## src/rtl/cheshire_reg_arbiter.sv

```systemverilog
// Round-robin arbiter sharing one cheshire reg_ext port among NumReq masters, one transaction in flight.
// Optional BUSY watchdog abort enabled by defining CHESHIRE_REG_ARB_TIMEOUT_EN.
module cheshire_reg_arbiter #(
  parameter int unsigned NumReq        = 4,
  parameter int unsigned AddrWidth     = 32,
  parameter int unsigned DataWidth     = 32,
  parameter int unsigned TimeoutCycles = 1024
) (
  input  logic                          clk_i,
  input  logic                          rst_ni,
  input  logic [NumReq-1:0]             slv_valid_i,
  input  logic [NumReq-1:0]             slv_write_i,
  input  logic [NumReq*AddrWidth-1:0]   slv_addr_i,
  input  logic [NumReq*DataWidth-1:0]   slv_wdata_i,
  input  logic [NumReq*DataWidth/8-1:0] slv_wstrb_i,
  output logic [NumReq-1:0]             slv_ready_o,
  output logic [DataWidth-1:0]          slv_rdata_o,
  output logic                          slv_error_o,
  output logic                          mst_valid_o,
  output logic                          mst_write_o,
  output logic [AddrWidth-1:0]          mst_addr_o,
  output logic [DataWidth-1:0]          mst_wdata_o,
  output logic [DataWidth/8-1:0]        mst_wstrb_o,
  input  logic                          mst_ready_i,
  input  logic [DataWidth-1:0]          mst_rdata_i,
  input  logic                          mst_error_i,
  output logic                          busy_o,
  output logic [$clog2(NumReq)-1:0]     gnt_idx_o
);

  localparam int unsigned IdxW  = $clog2(NumReq);
  localparam int unsigned StrbW = DataWidth / 8;

  typedef enum logic {IDLE, BUSY} state_t;

  state_t          state_q, state_d;
  logic [IdxW-1:0] rr_q, rr_d;
  logic [IdxW-1:0] gnt_q, gnt_d;
  logic [IdxW-1:0] pick, cand;
  logic            found;
  logic            active;
  logic            abort;

  // Outputs are forced low during reset so an abandoned transaction never pulses ready.
  assign active = rst_ni && (state_q == BUSY);

  always_comb begin
    pick  = rr_q;
    found = 1'b0;
    cand  = '0;
    for (int k = 0; k < NumReq; k++) begin
      cand = IdxW'((32'(rr_q) + 32'(k)) % NumReq);
      if (!found && slv_valid_i[cand]) begin
        pick  = cand;
        found = 1'b1;
      end
    end
  end

`ifdef CHESHIRE_REG_ARB_TIMEOUT_EN
  logic [31:0] cnt_q;

  // A ready in the same cycle as the limit wins over the abort.
  assign abort = (state_q == BUSY) && !mst_ready_i && (cnt_q == 32'(TimeoutCycles - 1));

  always_ff @(posedge clk_i) begin
    if (!rst_ni) begin
      cnt_q <= '0;
    end else if (state_q == IDLE) begin
      cnt_q <= '0;
    end else if (!mst_ready_i) begin
      cnt_q <= cnt_q + 32'd1;
    end
  end
`else
  assign abort = 1'b0 & (TimeoutCycles == 0);
`endif

  always_ff @(posedge clk_i) begin
    if (!rst_ni) begin
      state_q <= IDLE;
      rr_q    <= '0;
      gnt_q   <= '0;
    end else begin
      state_q <= state_d;
      rr_q    <= rr_d;
      gnt_q   <= gnt_d;
    end
  end

  always_comb begin
    state_d     = state_q;
    rr_d        = rr_q;
    gnt_d       = gnt_q;
    mst_valid_o = 1'b0;
    mst_write_o = 1'b0;
    mst_addr_o  = '0;
    mst_wdata_o = '0;
    mst_wstrb_o = '0;
    slv_ready_o = '0;
    slv_rdata_o = '0;
    slv_error_o = 1'b0;
    busy_o      = active;
    gnt_idx_o   = '0;
    unique case (state_q)
      IDLE: begin
        if (|slv_valid_i) begin
          gnt_d   = pick;
          state_d = BUSY;
        end
      end
      BUSY: begin
        if (active) begin
          mst_valid_o = 1'b1;
          mst_write_o = slv_write_i[gnt_q];
          mst_addr_o  = slv_addr_i[gnt_q*AddrWidth +: AddrWidth];
          mst_wdata_o = slv_wdata_i[gnt_q*DataWidth +: DataWidth];
          mst_wstrb_o = slv_wstrb_i[gnt_q*StrbW +: StrbW];
          gnt_idx_o   = gnt_q;
          if (mst_ready_i || abort) begin
            slv_ready_o = NumReq'(1) << gnt_q;
            slv_rdata_o = mst_ready_i ? mst_rdata_i : '0;
            slv_error_o = mst_ready_i ? mst_error_i : 1'b1;
          end
        end
        if (mst_ready_i || abort) begin
          state_d = IDLE;
          rr_d    = (gnt_q == IdxW'(NumReq - 1)) ? '0 : gnt_q + 1'b1;
        end
      end
      default: state_d = IDLE;
    endcase
  end

  // Granted requester must hold valid until its completion.
  a_hold_valid: assert property (@(posedge clk_i) disable iff (!rst_ni)
    (state_q == BUSY) |-> slv_valid_i[gnt_q]);

endmodule

```

## config.mk

```make
export PLATFORM = sky130hd
export DESIGN_NAME = cheshire_reg_arbiter
export DESIGN_NICKNAME = d
export VERILOG_FILES = /design/src/rtl/cheshire_reg_arbiter.sv
export SDC_FILE = /design/constraint.sdc
export NUM_CORES = 1
export LEC_CHECK = 0
export ABC_AREA = 0
export BUFFER_PORTS_ARGS = -buffer_cell sky130_fd_sc_hd__buf_2
export CAP_MARGIN = 30
export CORE_AREA = 2 2 166 168
export DETAILED_ROUTE_END_ITERATION = 8
export DIE_AREA = 0 0 168 170
export PLACE_DENSITY = 0.41
export SYNTH_ARGS = -nofsm -noshare
export SYNTH_HDL_FRONTEND = slang
export SYNTH_SLANG_ARGS = --single-unit
```

## constraint.sdc

```tcl
create_clock -name clk_i -period 4.8 [get_ports clk_i]
set_clock_uncertainty 0.05 [all_clocks]
set_input_delay 1.2 -clock clk_i [delete_from_list [all_inputs] [get_ports clk_i]]
set_output_delay 1.2 -clock clk_i [all_outputs]
set_load 0.005 [all_outputs]
```

==> impl_metrics.csv <==
group,metric,value,unit
run_status,status,"completed",
sta,hold_violations,0,
pwr,p_clk_frac,0.222,
sta,finalCriticalPeriod,3510,ps
place,port_buffers,425,
clock_network,insertion_delay,230,ps
worst_setup_path,worstSetupEndpoint,"mst_wstrb_o[2]",
worst_setup_path,worstRegToRegCells,5,
final_layout,multiInputGateArea,2430,um2
worst_setup_path,cp-startpoint,"rst_ni",
yosys,netlist.area_leader.share,0.565,
yosys,ys_seq_area_frac,0.0364,
yosys,yosysMostFrequentCell,"and2_1",
pwr,powerDensity,117,nW/um2
final_layout,fin_nets,973,
sta,drv_slew,0,
worst_setup_path,worstPathArrival,2260,ps
yosys,ys.flop_type,"dfxtp_1",
yosys,synthTopCellsByArea,"mux4_2 57%, and2_1 16%, and3_1 8.9%",
yosys,synth_cell_types,24,
final_layout,drive_gt1_frac,0.775,
floorplan,die_area,28600,um2
hold_path,min_path_type,"reg -> reg",
pwr,internal_power,410,uW
yosys,yosys.area.top_type,"mux4_2",
pwr,power.switching,206,uW
clock_network,post_cts_buffers,0,
route,met2WireLength,8400,um
route,viasPerCell,3.92,
clock_network,cts_hold_buf,0,
pwr,p_leak,0.00283,uW
worst_setup_path,crit_type,"in -> out",
sta,worst_slew_pin_slew,528,ps
global_route,grt_usage,0.107,
clock_network,clock_path_buffers,2,
floorplan,start_util,0.103,
route,vias,3894,
floorplan,die_y,170,um
global_route,grt_pass1_wl,23500,um
global_route,grt_pass1_vias,3834,
worst_setup_path,path_depth,5,
sta,fmax,285,MHz
worst_setup_path,r2r_slack,2980,ps
sta,rsz0062_at_grt,"no",
global_route,antenna_found_initial,2,
sta,relSlewSlack,0.648,
yosys,async_reset_ff_frac,0,
route,dr.max_layer_used,"met5",
sta,fin_ws,1290,ps
worst_setup_path,cp-end-kind,"output port",
place,hpwl,14700,um
global_route,grt_max_degree,109,
clock_network,cts_max_level,1,
final_layout,n_antenna_cell,0,
worst_setup_path,cpMostUsedCell,"buf_2",
route,ant_nets,0,
clock_network,cts-root-buf,"clkbuf_16",
sta,setup_violations,0,
clock_network,cts_sinks,5,
global_route,gr-total-overflow,0,
clock_network,numCtsBuffers,3,
route,wl,16900,um
sta,finalCritPeriodShare,0.730,
yosys,yosys_warnings,0,
place,place_ws,1300,ps
job,drv_cap,0,
yosys,netlist_area,2750,um2
pwr,combPwrFrac,0.691,
worst_setup_path,slowest_delay,290,ps
clock_network,cts_resized,0,
worst_setup_path,startpoint_type,"primary input",
worst_setup_path,critPathTopFamily,"buffers and inverters",
worst_setup_path,r2r-end,"rr_q[1]",
sta,fin_setup_tns,0,ps
pwr,switching_share,0.334,
route,drtIter0Drc,181,
yosys,syn_nets,571,
yosys,ys_ff_latch,5,
worst_setup_path,crit_buf_inv,3,
worst_setup_path,timing.rr.start,"gnt_q[1]",
yosys,synth_common_cells,"70 x and2_1, 69 x mux4_2, 39 x and3_1",
final_layout,seqCellArea,108,um2
worst_setup_path,cp_slowest_cell,"buf_12",
worst_setup_path,required,3550,ps
yosys,syn_inst,251,
floorplan,ios,426,
route,wl_per_cell,17.0,um
floorplan,die_w,168,um
clock_network,clk_pin_slew,30,ps
route,firstDrtPassIters,4,
worst_setup_path,worst-path-max-fanout,108,
pwr,seqPwrFrac,0.088,
pwr,irDropWorstVdd,0.342,mV
yosys,syn_avg_cell_area,11.0,um2
route,drc_errors,0,
floorplan,core-area,26700,um2
floorplan,num_rows,60,
yosys,synth_edf_count,0,
place,gp_congestion,0.827,
route,wl_met1,6950,um
final_layout,syn_to_final_growth,90.9,%
clock_network,cts_tree,"built",
worst_setup_path,crit_chain,"buf_2 > and2_2 > buf_12 > and2_1 > buf_2",
route,wl_met3,1460,um
final_layout,fillCellCount,3003,
==> worst register-to-register path: cells and delay by family (launching register included) <==
family,cells,cell delay (ps)
flip-flops,1,530
buffers and inverters,2,570
AND/OR/NAND/NOR,1,80
adder cells (fa/ha/maj),1,340
AO/OA/AOI/OAI,1,170
==> power groups by stage <==
stage	clock network [uW]	registers, uW	logic, uW
floorplan	0	48.0	223
global placement	0	55.6	431
detailed placement	0	55.4	434
CTS	138	54.6	435
global route	142	55.2	466
finish	137	54.0	425
==> cells by family after synthesis <==
kind of cell,Yosys count,synth area share
compound gates,13,0.0296
fa+ha+maj,4,0.0182
buf+inv,38,0.0810
flops,5,0.0364
mux,69,0.565
simple gates,122,0.270
==> flip-flops by register name, indices dropped and copies added, names as in the netlist <==
| signal | flops |
|---|---|
| rr_q | 2 |
| gnt_q | 2 |
| state_q | 1 |
==> routing by layer <==
metal  GRT usage  vias up
met1       0.141     1886
met3      0.0219        9
met5           0        -
li1            -     1789
met4     0.00870        2
met2       0.188      208
==> worst min path at each step <==
stage	slack (ps)	to	cells after the start	start
after floorplan	430	rr_q[1]	2	rr_q[1]
after global placement	480	rr_q[1]	2	rr_q[1]
after detailed placement	470	rr_q[1]	2	rr_q[1]
after CTS	490	rr_q[1]	2	rr_q[1]
after global routing	530	rr_q[1]	2	rr_q[1]
final	490	rr_q[1]	2	rr_q[1]
==> cell type report <==
class	count	share of cell area
multi-input cells	208	0.463
repair buffers	430	0.417
well taps	341	0.0813
flip-flops and latches	5	0.0205
clock buffers	4	0.0150
inverters	5	0.00357
==> layout by cell type (no fill, tap or decap) <==
cell         n
a211o_1      2
a21boi_0     1
a21oi_1      4
a31oi_1      1
and2_1      69
and2_2       1
and3_1      39
buf_12       2
buf_2      425
buf_4        3
clkbuf_1     1
clkbuf_16    3
dfxtp_1      3
dfxtp_4      2
ha_1         4
inv_1        5
mux4_2      69
nand2_1      4
nand3_1      1
nor2_1       3
nor2b_1      2
nor3_1       2
nor4_1       1
o21ai_0      3
o221ai_1     1
o22ai_1      1
==> per-stage QoR <==
step	hold WS, ps	cells	power [uW]	util	instance area (um2)
finish	486	993	616	0.197	5250
CTS	490	993	628	0.197	5250
global placement	477	989	487	0.194	5170
floorplan	429	251	271	-	2750
detailed placement	465	989	489	0.194	5170
global route	528	993	663	0.197	5250
No activity file was read; power rests on OpenSTA's default activity.
